`src/rtl/uart_img_tx.sv`:
```
// Image read-back transmitter: fetches 12-bit pixel words, packs word pairs into
// three bytes and serialises them as 8N1 UART frames at OVERSAMPLE clocks per bit.
module uart_img_tx #(
  parameter int OVERSAMPLE = 16,
  parameter int ADDR_W     = 19
) (
  input  logic              clk_uart,
  input  logic              rst_n,
  input  logic              start,
  input  logic [ADDR_W-1:0] word_count,
  output logic [ADDR_W-1:0] rd_addr,
  input  logic [11:0]       rd_data,
  output logic              tx_out,
  output logic              busy,
  output logic              done
);

  localparam int CNT_W = (OVERSAMPLE > 2) ? $clog2(OVERSAMPLE) : 1;
  localparam int BL_W  = ADDR_W + 1;
  localparam logic [CNT_W-1:0] BIT_LAST = CNT_W'(OVERSAMPLE - 1);

  typedef enum logic [2:0] {
    S_IDLE, S_PREP, S_START, S_DATA, S_STOP, S_DONE
  } state_t;

  state_t            state, state_nxt;
  logic [CNT_W-1:0]  bit_cnt, bit_cnt_nxt;
  logic [2:0]        bit_idx, bit_idx_nxt;
  logic [1:0]        phase, phase_nxt;
  logic              prep_cnt, prep_cnt_nxt;
  logic [BL_W-1:0]   bytes_left, bytes_left_nxt;
  logic [ADDR_W-1:0] rd_addr_nxt;
  logic              tx_nxt, busy_nxt, done_nxt;
  logic [7:0]        shift, shift_nxt;
  logic [3:0]        w0_hi, w0_hi_nxt;
  logic [7:0]        w1_hi, w1_hi_nxt;

  logic [BL_W-1:0]   half, byte_total;
  logic              bit_end;

  // Bytes on the wire: 3 per full word pair, 2 for a trailing odd word.
  assign half       = BL_W'(word_count >> 1);
  assign byte_total = (half << 1) + half + (word_count[0] ? BL_W'(2) : BL_W'(0));
  assign bit_end    = (bit_cnt == BIT_LAST);

  always_comb begin
    state_nxt      = state;
    bit_cnt_nxt    = bit_cnt;
    bit_idx_nxt    = bit_idx;
    phase_nxt      = phase;
    prep_cnt_nxt   = prep_cnt;
    bytes_left_nxt = bytes_left;
    rd_addr_nxt    = rd_addr;
    tx_nxt         = tx_out;
    busy_nxt       = busy;
    done_nxt       = 1'b0;
    shift_nxt      = shift;
    w0_hi_nxt      = w0_hi;
    w1_hi_nxt      = w1_hi;

    case (state)
      S_IDLE: begin
        if (start) begin
          if (word_count != '0) begin
            state_nxt      = S_PREP;
            rd_addr_nxt    = '0;
            phase_nxt      = 2'd0;
            prep_cnt_nxt   = 1'b0;
            bytes_left_nxt = byte_total;
            busy_nxt       = 1'b1;
          end else begin
            state_nxt = S_DONE;
            done_nxt  = 1'b1;
          end
        end
      end

      S_PREP: begin
        prep_cnt_nxt = 1'b1;
        // rd_data is only guaranteed on the second edge after rd_addr moves.
        if (prep_cnt) begin
          state_nxt   = S_START;
          bit_cnt_nxt = '0;
          tx_nxt      = 1'b0;
          case (phase)
            2'd0: begin
              w0_hi_nxt = rd_data[11:8];
              shift_nxt = rd_data[7:0];
            end
            2'd1: begin
              if (bytes_left == BL_W'(1)) begin
                shift_nxt = {4'h0, w0_hi};
              end else begin
                w1_hi_nxt = rd_data[11:4];
                shift_nxt = {rd_data[3:0], w0_hi};
              end
            end
            default: shift_nxt = w1_hi;
          endcase
        end
      end

      S_START: begin
        bit_cnt_nxt = bit_cnt + CNT_W'(1);
        if (bit_end) begin
          bit_cnt_nxt = '0;
          bit_idx_nxt = 3'd0;
          state_nxt   = S_DATA;
          tx_nxt      = shift[0];
        end
      end

      S_DATA: begin
        bit_cnt_nxt = bit_cnt + CNT_W'(1);
        if (bit_end) begin
          bit_cnt_nxt = '0;
          if (bit_idx == 3'd7) begin
            state_nxt = S_STOP;
            tx_nxt    = 1'b1;
          end else begin
            bit_idx_nxt = bit_idx + 3'd1;
            shift_nxt   = {1'b0, shift[7:1]};
            tx_nxt      = shift[1];
          end
        end
      end

      S_STOP: begin
        bit_cnt_nxt = bit_cnt + CNT_W'(1);
        if (bit_end) begin
          bit_cnt_nxt    = '0;
          bytes_left_nxt = bytes_left - BL_W'(1);
          phase_nxt      = (phase == 2'd2) ? 2'd0 : phase + 2'd1;
          prep_cnt_nxt   = 1'b0;
          if (bytes_left == BL_W'(1)) begin
            state_nxt = S_DONE;
            done_nxt  = 1'b1;
          end else begin
            state_nxt = S_PREP;
            // Move the address right before the PREP that fetches from it.
            if ((phase == 2'd0 && bytes_left > BL_W'(2)) || phase == 2'd2)
              rd_addr_nxt = rd_addr + ADDR_W'(1);
          end
        end
      end

      S_DONE: begin
        state_nxt = S_IDLE;
        busy_nxt  = 1'b0;
      end

      default: state_nxt = S_IDLE;
    endcase
  end

  always_ff @(posedge clk_uart or negedge rst_n) begin
    if (!rst_n) begin
      state      <= S_IDLE;
      bit_cnt    <= '0;
      bit_idx    <= '0;
      phase      <= '0;
      prep_cnt   <= 1'b0;
      bytes_left <= '0;
      rd_addr    <= '0;
      tx_out     <= 1'b1;
      busy       <= 1'b0;
      done       <= 1'b0;
    end else begin
      state      <= state_nxt;
      bit_cnt    <= bit_cnt_nxt;
      bit_idx    <= bit_idx_nxt;
      phase      <= phase_nxt;
      prep_cnt   <= prep_cnt_nxt;
      bytes_left <= bytes_left_nxt;
      rd_addr    <= rd_addr_nxt;
      tx_out     <= tx_nxt;
      busy       <= busy_nxt;
      done       <= done_nxt;
    end
  end

  always_ff @(posedge clk_uart) begin
    shift <= shift_nxt;
    w0_hi <= w0_hi_nxt;
    w1_hi <= w1_hi_nxt;
  end

endmodule

```
`config.mk`:
```
export PLATFORM = sky130hd
export DESIGN_NAME = uart_img_tx
export DESIGN_NICKNAME = d
export VERILOG_FILES = /design/src/rtl/uart_img_tx.sv
export SDC_FILE = /design/constraint.sdc
export NUM_CORES = 1
export LEC_CHECK = 0
export BUFFER_PORTS_ARGS = -buffer_cell sky130_fd_sc_hd__clkbuf_2
export CAP_MARGIN = 10
export CORE_MARGIN = 2
export CORE_UTILIZATION = 60
export DETAILED_ROUTE_END_ITERATION = 12
export GPL_ROUTABILITY_DRIVEN = 0
export HOLD_SLACK_MARGIN = 0.05
export PLACE_DENSITY = 0.8
export SLEW_MARGIN = 20
export SYNTH_ARGS = -nofsm -noshare
export SYNTH_HDL_FRONTEND = slang
export SYNTH_SLANG_ARGS = --single-unit
export TNS_END_PERCENT = 100
```
`constraint.sdc`:
```
create_clock -name clk_uart -period 2.9 [get_ports clk_uart]
set_clock_uncertainty 0.05 [all_clocks]
set_input_delay 0.58 -clock clk_uart [delete_from_list [all_inputs] [get_ports clk_uart]]
set_output_delay 0.58 -clock clk_uart [all_outputs]
set_load 0.005 [all_outputs]
```
==> results of run 1 <==
-- kinds of logic (layout without fill, tap and decap cells) --
family	Yosys count	after routing
compound gates	169	169
mux	8	8
buf+inv	60	136
flops	75	75
simple gates	214	214
xor+xnor	24	24
fa+ha+maj	51	51
-- metrics by stage --
step                      setup slack [ns]  area [um2]  hold slack, ns  utilization  power (mW)
after global placement             -0.1810        5826          0.4363       0.6746       3.521
after detailed placement           -0.3513        5826          0.4419       0.6746       3.629
after CTS                          0.03624        6042          0.2604       0.6997       4.532
after global routing              -0.01048        6047          0.2822       0.7002       4.881
after floorplan                    0.06590        5276          0.2344            -       3.001
final                               0.1536        6047          0.2407       0.7002       4.571
-- cell type report --
cell class,count,area [um2]
clock inverters,6,88.84
inverters,34,127.6
well taps,108,135.1
repair buffers,86,533.0
multi-input cells,466,3057
flip-flops and latches,75,1978
fillers,703,2589
clock buffers,10,127.6
-- power by group through the flow --
stage	registers [mW]	clock network (mW)	logic [mW]
6_report	1.74	0.902	1.93
5_1_grt	1.78	0.951	2.15
4_1_cts	1.73	0.903	1.90
3_5_place_dp	1.74	0	1.89
3_3_place_gp	1.72	0	1.80
2_1_floorplan	1.62	0	1.38
-- worst max-delay path: cells and delay by family --
| family | cells | cell delay, ns |
|---|---|---|
| AOI/OAI and AO/OA | 5 | 0.95 |
| xor gates and xnor gates | 1 | 0.14 |
| adders and majority gates | 3 | 0.94 |
| buffers and inverters | 3 | 0.31 |
-- cells in the final DEF (no fill, tap or decap), types with 4 or more instances in the layout --
master / Yosys / routed
nor3_1: 21 / 21
a22oi_1: 4 / 4
xnor2_1: 7 / 7
inv_1: 33 / 33
a31oi_1: 5 / 5
clkbuf_2: 0 / 55
a21o_1: 7 / 7
a211oi_1: 6 / 5
clkbuf_8: 0 / 9
nor2_1: 56 / 56
a222oi_1: 4 / 4
nand4_1: 10 / 10
o22ai_1: 13 / 13
xor2_1: 17 / 17
or3_1: 4 / 4
nand3_1: 26 / 26
o211ai_1: 4 / 4
a21oi_1: 45 / 45
nand2_1: 53 / 53
edfxtp_1: 20 / 20
and3_1: 10 / 10
mux2i_1: 8 / 8
nand2b_1: 8 / 8
ha_1: 49 / 49
nor2b_1: 6 / 6
dfrtp_1: 54 / 54
o21a_1: 6 / 6
buf_4: 1 / 29
o21ai_0: 54 / 53
-- layer usage --
| metal | GRT usage | routed length (um) |
|---|---|---|
| met5 | 0 | 0 |
| met2 | 0.4732 | 6350 |
| met4 | 0.08974 | 299 |
| met3 | 0.04366 | 870 |
| met1 | 0.3673 | 5369 |
-- state kept, by name, indices dropped and copies added, names as in the netlist --
signal and flops:
bytes_left 20, rd_addr 19, shift 8, w1_hi 8
bit_cnt 4, w0_hi 4, bit_idx 3, state 3
phase 2, busy 1, done 1, prep_cnt 1
tx_out 1
-- worst min-delay path by stage --
stage,endpoint,slack [ns],cells past startpoint
after CTS,bit_idx[2],0.26,1
after global routing,bit_idx[2],0.28,1
final,bit_idx[2],0.24,1
after detailed placement,bytes_left[8],0.44,2
after floorplan,bit_cnt[0],0.23,0
after global placement,bytes_left[8],0.44,2
==> summary.md, run 1 <==
| Metric | Value |
|---|---|
| Worst EP arrival | `2.92 ns` |
| CP Capture Point | `bytes_left[16]` |
| Leading area contributor after synthesis | `dfrtp_1` |
| Register-to-Register Path Depth | `7` |
| Nets | `757` |
| Net switching power | `1.889 mW` |
| # rows | `34` |
| Post-Syn Nets | `686` |
| CTS tree | `done` |
| Power share of the sequential group | `0.380` |
| Clock power frac | `0.197` |
| Largest net degree at the start of global routing | `32` |
| Clk slew on worst S/H paths | `0.08 ns` |
| Post-Synth XOR/XNOR Area | `0.03984` |
| Post-CTS sizing | `0` |
| Share of the synthesized area in the top cell type | `0.2561` |
| Int Power | `2.682 mW` |
| Bufs on Longest Clock Path | `2` |
| CP required | `3.08 ns` |
| RR Startpoint | `bytes_left[4]` |
| Commonest cells in the netlist | `nor2_1, dfrtp_1, o21ai_0` |
| Die X | `97.78 um` |
| FFs w/ async S/R, synth | `0.7333` |
| Hpwl dp | `9435 um` |
| Die Area | `0.009560 mm2` |
| CP Cell Sequence | `clkbuf_2 -> inv_1 -> ha_1 -> ha_1 -> fa_1 -> a211oi_2 -> o21a_1 -> o21ai_0 -> a31oi_1 -> buf_4 -> xor2_1 -> o211ai_1` |
| Pre-antenna DRT Iters | `5` |
| Crit path top cell by count | `ha_1` |
| Starting density of the core | `0.6110` |
| Final Max Tran Viols | `0` |
| Post-synthesis instance total | `601` |
| Tcrit/Tclk final | `0.9470` |
| Die H | `97.78 um` |
| Worst rel slew slack | `0.4791` |
| Seq/Total Area, Yosys | `0.3749` |
| Initial antenna violation count | `0` |
| CP endpoint kind | `register` |
| Vias in the first global route | `4,641` |
| PortBufs | `55` |
| Warnings, synthesis | `0` |
| Synth Area in Simple Gates | `0.2001` |
| Post-route ant nets | `0` |
| CP max stage delay | `0.42 ns` |
| Comb power frac | `0.422` |
| Minimum clock period | `2.746 ns` |
| H-tree depth | `3` |
| Yosys cell types | `59` |
| Seq cells post-synth | `75` |
| Top post-synthesis cells by area | `dfrtp_1, ha_1, edfxtp_1` |
| R2R Path End | `shift[6]` |
| Ys flop type | `dfrtp_1` |
| Syn Std Cell Area | `0.005276 mm2` |
| WS Path Type | `input port to register` |
| Power Dens Cells | `755.9 mW/mm2` |
| Complex-gate fraction of the synthesized area | `0.1994` |
| Root buffer cell | `clkbuf_8` |
| Clock latency on the worst-skew pair | `0.36 ns` |
| Max Fclk | `364.1 MHz` |
| Largest family of logic cells by synthesized area | `simple AND/OR/NAND/NOR gates` |
| R2r setup slk | `0.20 ns` |
| EDFF count, synth | `20` |
| Per-cell routed wire length | `16.42 um` |
| Leak | `2.750 nW` |
| First-pass GRT wire length | `21,920 um` |
| Via density | `6.311` |
| Core Region | `0.008636 mm2` |
| Switching share of power | `0.4133` |
| CTS Buf Count | `9` |
| Worst-margin pin slew | `0.7813 ns` |
| Post-CTS setup buffer count | `0` |
| Cells after DPL | `769` |
| Avg Inst Size Synth | `8.779 um2` |
| Adder-Cell Fraction of Synth Area | `0.1238` |
| Startpoint types | `input port` |
| Setup TNS | `0 ns` |
| CP max FO | `3` |
| VDD IR-drop max | `0.0003937 V` |
| Slowest-stage cell, CP | `fa_1` |
| IO Pins | `56` |
| Sink Count | `75` |
| Ant diodes | `0` |
| Detailed-route DRC error count | `0` |
| Count leader, synth | `nor2_1` |
| Fin cells | `785` |
| Fraction of layout cells with a size suffix above 1 | `0.1610` |
| Routed Wire Length | `12,890 um` |
| Max_cap viols | `0` |
| Final count of hold timing violations | `0` |
| CP startpoint | `word_count[2]` |
| Mux contribution to synthesized area | `0.01518` |
| Hold Crit Class | `input port to async pin` |
| Drt initial violations | `411` |
| # setup viols final | `0` |
| Outcome | `completed` |
| Hold Buf Count CTS | `0` |
| Total track usage | `0.2783` |
| Area Growth Syn to Fin | `14.61%` |
| Vias | `4,954` |
| Total global routing overflow | `0` |
Note: power is estimated with default switching activity, not from simulation.
==> run 2, diff against run 1 <==
- TNS_END_PERCENT: 100 -> 30
- clock period: 2.9 -> 2.6 ns (I/O delays scaled with it)
==> summary.md, run 2 (synthesized netlist as in run 1, its figures left out) <==
| Metric | Value |
|---|---|
| Clock latency on the worst-skew pair | `0.35 ns` |
| WP buf/inv | `0` |
| Worst EP arrival | `2.52 ns` |
| VDD IR-drop max | `0.0003976 V` |
| # rows | `34` |
| Per-cell routed wire length | `15.62 um` |
| CP top delay family | `simple AND/OR/NAND/NOR gates` |
| First-pass GRT wire length | `21,610 um` |
| PortBufs | `55` |
| Detailed-route DRC error count | `0` |
| Via density | `6.098` |
| Worst-margin pin slew | `0.7219 ns` |
| Routed Wire Length | `12,560 um` |
| CP endpoint kind | `register` |
| Max reg flops | `20` |
| Ant diodes | `0` |
| Drt initial violations | `407` |
| Most common cell after layout, fill and taps aside | `nor2_1` |
| Die Area | `0.009560 mm2` |
| Initial antenna violation count | `0` |
| Starting density of the core | `0.6110` |
| Max_cap viols | `0` |
| Max Fclk | `403.4 MHz` |
| Final count of hold timing violations | `0` |
| Total global routing overflow | `0` |
| RSZ-0062 raised after global routing | `true` |
| Hpwl dp | `9410 um` |
| Clk slew on worst S/H paths | `0.08 ns` |
| Vias | `4,903` |
| Final Max Tran Viols | `0` |
| Layout Utilization | `0.7207` |
| CP required | `2.64 ns` |
| Die H | `97.78 um` |
| Total track usage | `0.2732` |
| Sink Count | `75` |
| Tcrit/Tclk final | `0.9535` |
| Largest regs | `bytes_left (20), rd_addr (19)` |
| Register-to-Register Path Depth | `7` |
| Die X | `97.78 um` |
| Nets | `776` |
| R2R Path End | `shift[5]` |
| Most frequent cells in the layout | `nor2_1, clkbuf_2, dfrtp_1, nand2_1, o21ai_0` |
| CP Cell Sequence | `nor3_1 -> nand3_2 -> nor3_4 -> nand2_1 -> and3b_1 -> a222oi_1 -> a21oi_1` |
| IO Pins | `56` |
| Hold Crit Class | `input port to async pin` |
| R2r setup slk | `0.12 ns` |
| Outcome | `completed` |
| Root buffer cell | `clkbuf_8` |
| # setup viols final | `0` |
| Worst rel slew slack | `0.5187` |
| WS Path Type | `register to register` |
| H-tree depth | `3` |
| Fraction of layout cells with a size suffix above 1 | `0.1911` |
| RR Startpoint | `bytes_left[9]` |
| Startpoint types | `register` |
| Hold Buf Count CTS | `0` |
| Minimum clock period | `2.479 ns` |
| Bufs on Longest Clock Path | `2` |
| Core Region | `0.008636 mm2` |
| Area Growth Syn to Fin | `17.95%` |
| Vias in the first global route | `4,713` |
| CTS tree | `done` |
| Pre-antenna DRT Iters | `7` |
| Top reg by flops | `bytes_left` |
| Leak | `2.858 nW` |
| Post-route ant nets | `0` |
| CTS Buf Count | `9` |
| Slowest-stage cell, CP | `dfrtp_1` |
| CP max FO | `7` |
| Power Dens Cells | `817.3 mW/mm2` |
| Total power | `5.086 mW` |
| CP max stage delay | `0.46 ns` |
| Largest net degree at the start of global routing | `32` |
run 2: what timing repair did:
action,4_1_cts,5_1_grt
gates resized for setup,0,6
setup endpoints to repair,0,9
hold endpoints to repair,0,0
setup buffers,0,0
run 2: worst max path at each step:
stage	endpoint	slack (ns)	start	depth (start not counted)
3_3_place_gp	bytes_left[18]	-0.26	word_count[2]	12
2_1_floorplan	bytes_left[18]	0.01	word_count[2]	11
6_report	shift[5]	0.12	bytes_left[9]	7
4_1_cts	bytes_left[18]	0.03	word_count[2]	12
3_5_place_dp	bytes_left[18]	-0.32	word_count[2]	12
5_1_grt	bytes_left[18]	-0.03	word_count[2]	12
run 2: layout make-up:
| class | instances | area (um2) |
|---|---|---|
| well taps | 108 | 135.1 |
| inverters | 34 | 127.6 |
| clock inverters | 6 | 66.31 |
| fillers | 680 | 2412 |
| clock buffers | 10 | 127.6 |
| flip-flops and latches | 75 | 1978 |
| multi-input cells | 466 | 3088 |
| repair buffers | 105 | 700.7 |
run 2: per-layer routing:
metal,share of wire,vias up,global-route usage
li1,-,2375,-
met1,0.45,2343,0.3672
met2,0.48,157,0.4504
met3,0.041,28,0.02863
met4,0.028,0,0.1229
met5,0,-,0
run 2: where the power goes:
part,total [mW],internal (mW),switching (mW)
Combinational,2.25,0.992,1.26
Clock,0.888,0.444,0.444
Sequential,1.95,1.56,0.392
run 2: per-stage QoR:
stage | instances | setup slack, ns | area, um2 | TNS (ns) | hold WS (ns)
after CTS | 804 | 0.02877 | 6197 | 0 | 0.1619
final | 804 | 0.1209 | 6223 | 0 | 0.1612
after detailed placement | 788 | -0.3212 | 6003 | -2.572 | 0.4421
after global routing | 804 | -0.02524 | 6223 | -0.04656 | 0.1898
after global placement | 788 | -0.2643 | 6003 | -1.283 | 0.4426
after floorplan | 601 | 0.01130 | 5286 | 0 | 0.1744
run 2: worst register-to-register path, cell delays in order (launching register included):
cell	delay, ns
dfrtp_1	0.46
nor3_1	0.32
nand3_2	0.20
nor3_4	0.27
nand2_1	0.15
and3b_1	0.25
a222oi_1	0.39
a21oi_1	0.13
==> run 3, diff against run 2 <==
- CAP_MARGIN: 10 -> 20
- MAX_ROUTING_LAYER: not set -> met4
==> summary.md, run 3 (synthesized netlist as in run 1, its figures left out) <==
| Metric | Value |
|---|---|
| Outcome | `completed` |
| Met1 demand-to-capacity share in global routing | `0.3677` |
| Worst slack, placed | `-0.3212 ns` |
| Power Dens Cells | `818.0 mW/mm2` |
| CP endpoint kind | `register` |
| # setup viols final | `0` |
| Post-CTS setup buffer count | `0` |
| Hpwl dp | `9410 um` |
| Clk slew on worst S/H paths | `0.08 ns` |
| Drt initial violations | `396` |
| Area Growth Syn to Fin | `17.95%` |
| Initial antenna violation count | `0` |
| # rows | `34` |
| Setup TNS | `0 ns` |
| Tcrit/Tclk final | `0.9513` |
| Grt peak-use layer | `met2` |
| H-tree depth | `3` |
| Hold Crit Class | `input port to async pin` |
| Starting density of the core | `0.6110` |
| Via density | `6.150` |
| CP Cell Sequence | `nor3_1 -> nand3_2 -> nor3_4 -> nand2_1 -> and3b_1 -> a222oi_1 -> a21oi_1` |
| Ant diodes | `0` |
| Die Area | `0.009560 mm2` |
| CTS Buf Count | `9` |
| Post-route ant nets | `0` |
| Core Region | `0.008636 mm2` |
| Vias | `4,945` |
| Clock latency on the worst-skew pair | `0.35 ns` |
| Bufs on Longest Clock Path | `2` |
| Startpoint types | `register` |
| Most frequent cells in the layout | `nor2_1, clkbuf_2, dfrtp_1, nand2_1, o21ai_0` |
| Fill cells | `680` |
| IO Pins | `56` |
| Minimum clock period | `2.473 ns` |
| First-pass GRT wire length | `21,660 um` |
| Per-cell routed wire length | `15.65 um` |
| Final count of hold timing violations | `0` |
| Fin cells | `804` |
| Largest net degree at the start of global routing | `32` |
| Die X | `97.78 um` |
| Final worst slack | `0.1266 ns` |
| Largest regs | `bytes_left (20), rd_addr (19)` |
| Finished Cell Area | `0.006223 mm2` |
| GR Util met3 | `0.02863` |
| Area of the multi-input gates | `0.003088 mm2` |
| Final Max Tran Viols | `0` |
| GR met2 Demand/Resource | `0.4515` |
| DP Area | `0.006003 mm2` |
| Total track usage | `0.2820` |
| FF+latch area | `0.001978 mm2` |
| Max reg flops | `20` |
| RSZ-0062 raised after global routing | `true` |
| Max Fclk | `404.3 MHz` |
| Routed Wire Length | `12,580 um` |
| Worst rel slew slack | `0.5259` |
| CTS tree | `done` |
| RR Startpoint | `bytes_left[10]` |
| CP startpoint | `bytes_left[10]` |
| Detailed-route DRC error count | `0` |
| Total global routing overflow | `0` |
| CP max stage delay | `0.43 ns` |
| Root buffer cell | `clkbuf_8` |
| Fraction of layout cells with a size suffix above 1 | `0.1911` |
| Vias in the first global route | `4,708` |
| VDD IR-drop max | `0.0003997 V` |
| Leak | `2.858 nW` |
| PortBufs | `55` |
| Most common cell after layout, fill and taps aside | `nor2_1` |
| Top reg by flops | `bytes_left` |
| Slowest-stage cell, CP | `dfrtp_1` |
| Pre-antenna DRT Iters | `6` |
| Die H | `97.78 um` |
| Worst EP arrival | `2.52 ns` |
| WS Path Type | `register to register` |
| Sink Count | `75` |
| Worst-margin pin slew | `0.7112 ns` |
| Hold Buf Count CTS | `0` |
| Max_cap viols | `0` |
| CP max FO | `5` |
| Nets | `776` |
| CP required | `2.64 ns` |
| Post-CTS sizing | `0` |
| Cells after DPL | `788` |
==> run 3: cell type report <==
cell class                      count  share of cell area
Timing Repair Buffer              105              0.1126
Tap cell                          108             0.02171
Clock inverter                      6             0.01066
Clock buffer                       10             0.02051
Multi-Input combinational cell    466              0.4962
Sequential cell                    75              0.3179
Inverter                           34             0.02051
==> run 3: where the power goes <==
group	total (mW)	internal, mW	switching, mW
sequential	1.96	1.56	0.396
combinational	2.25	0.992	1.26
clock	0.888	0.443	0.444
==> run 3: path summary, 6_finish.rpt <==
check                                 end  slack [ns]  cells past startpoint
setup / recovery                 shift[5]        0.13                      7
hold / removal                 bit_idx[1]        0.16                      1
setup reg to reg                 shift[5]        0.13                      7
hold reg to reg             bytes_left[8]        0.46                      2
max in group asynchronous  bytes_left[14]        1.73                      2
min in group clk_uart            w0_hi[2]        0.31                      1
==> run 3: critical path, delay by kind of cell (launching register included) <==
family,cells,cell delay (ns)
compound gates,2,0.52
flops,1,0.43
simple gates,5,1.22
==> run 3: through the flow <==
step,total power [mW],hold WS (ns),utilization
detailed placement,4.154,0.4421,0.6952
global placement,4.056,0.4426,0.6952
finish,5.091,0.1563,0.7207
floorplan,3.351,0.1744,-
CTS,5.054,0.1619,0.7176
global route,5.477,0.1898,0.7207
==> run 3: layer usage <==
metal,vias to the layer above,share of wire
met5,-,0
met4,0,0.028
met3,31,0.049
met2,185,0.48
met1,2352,0.44
li1,2377,-
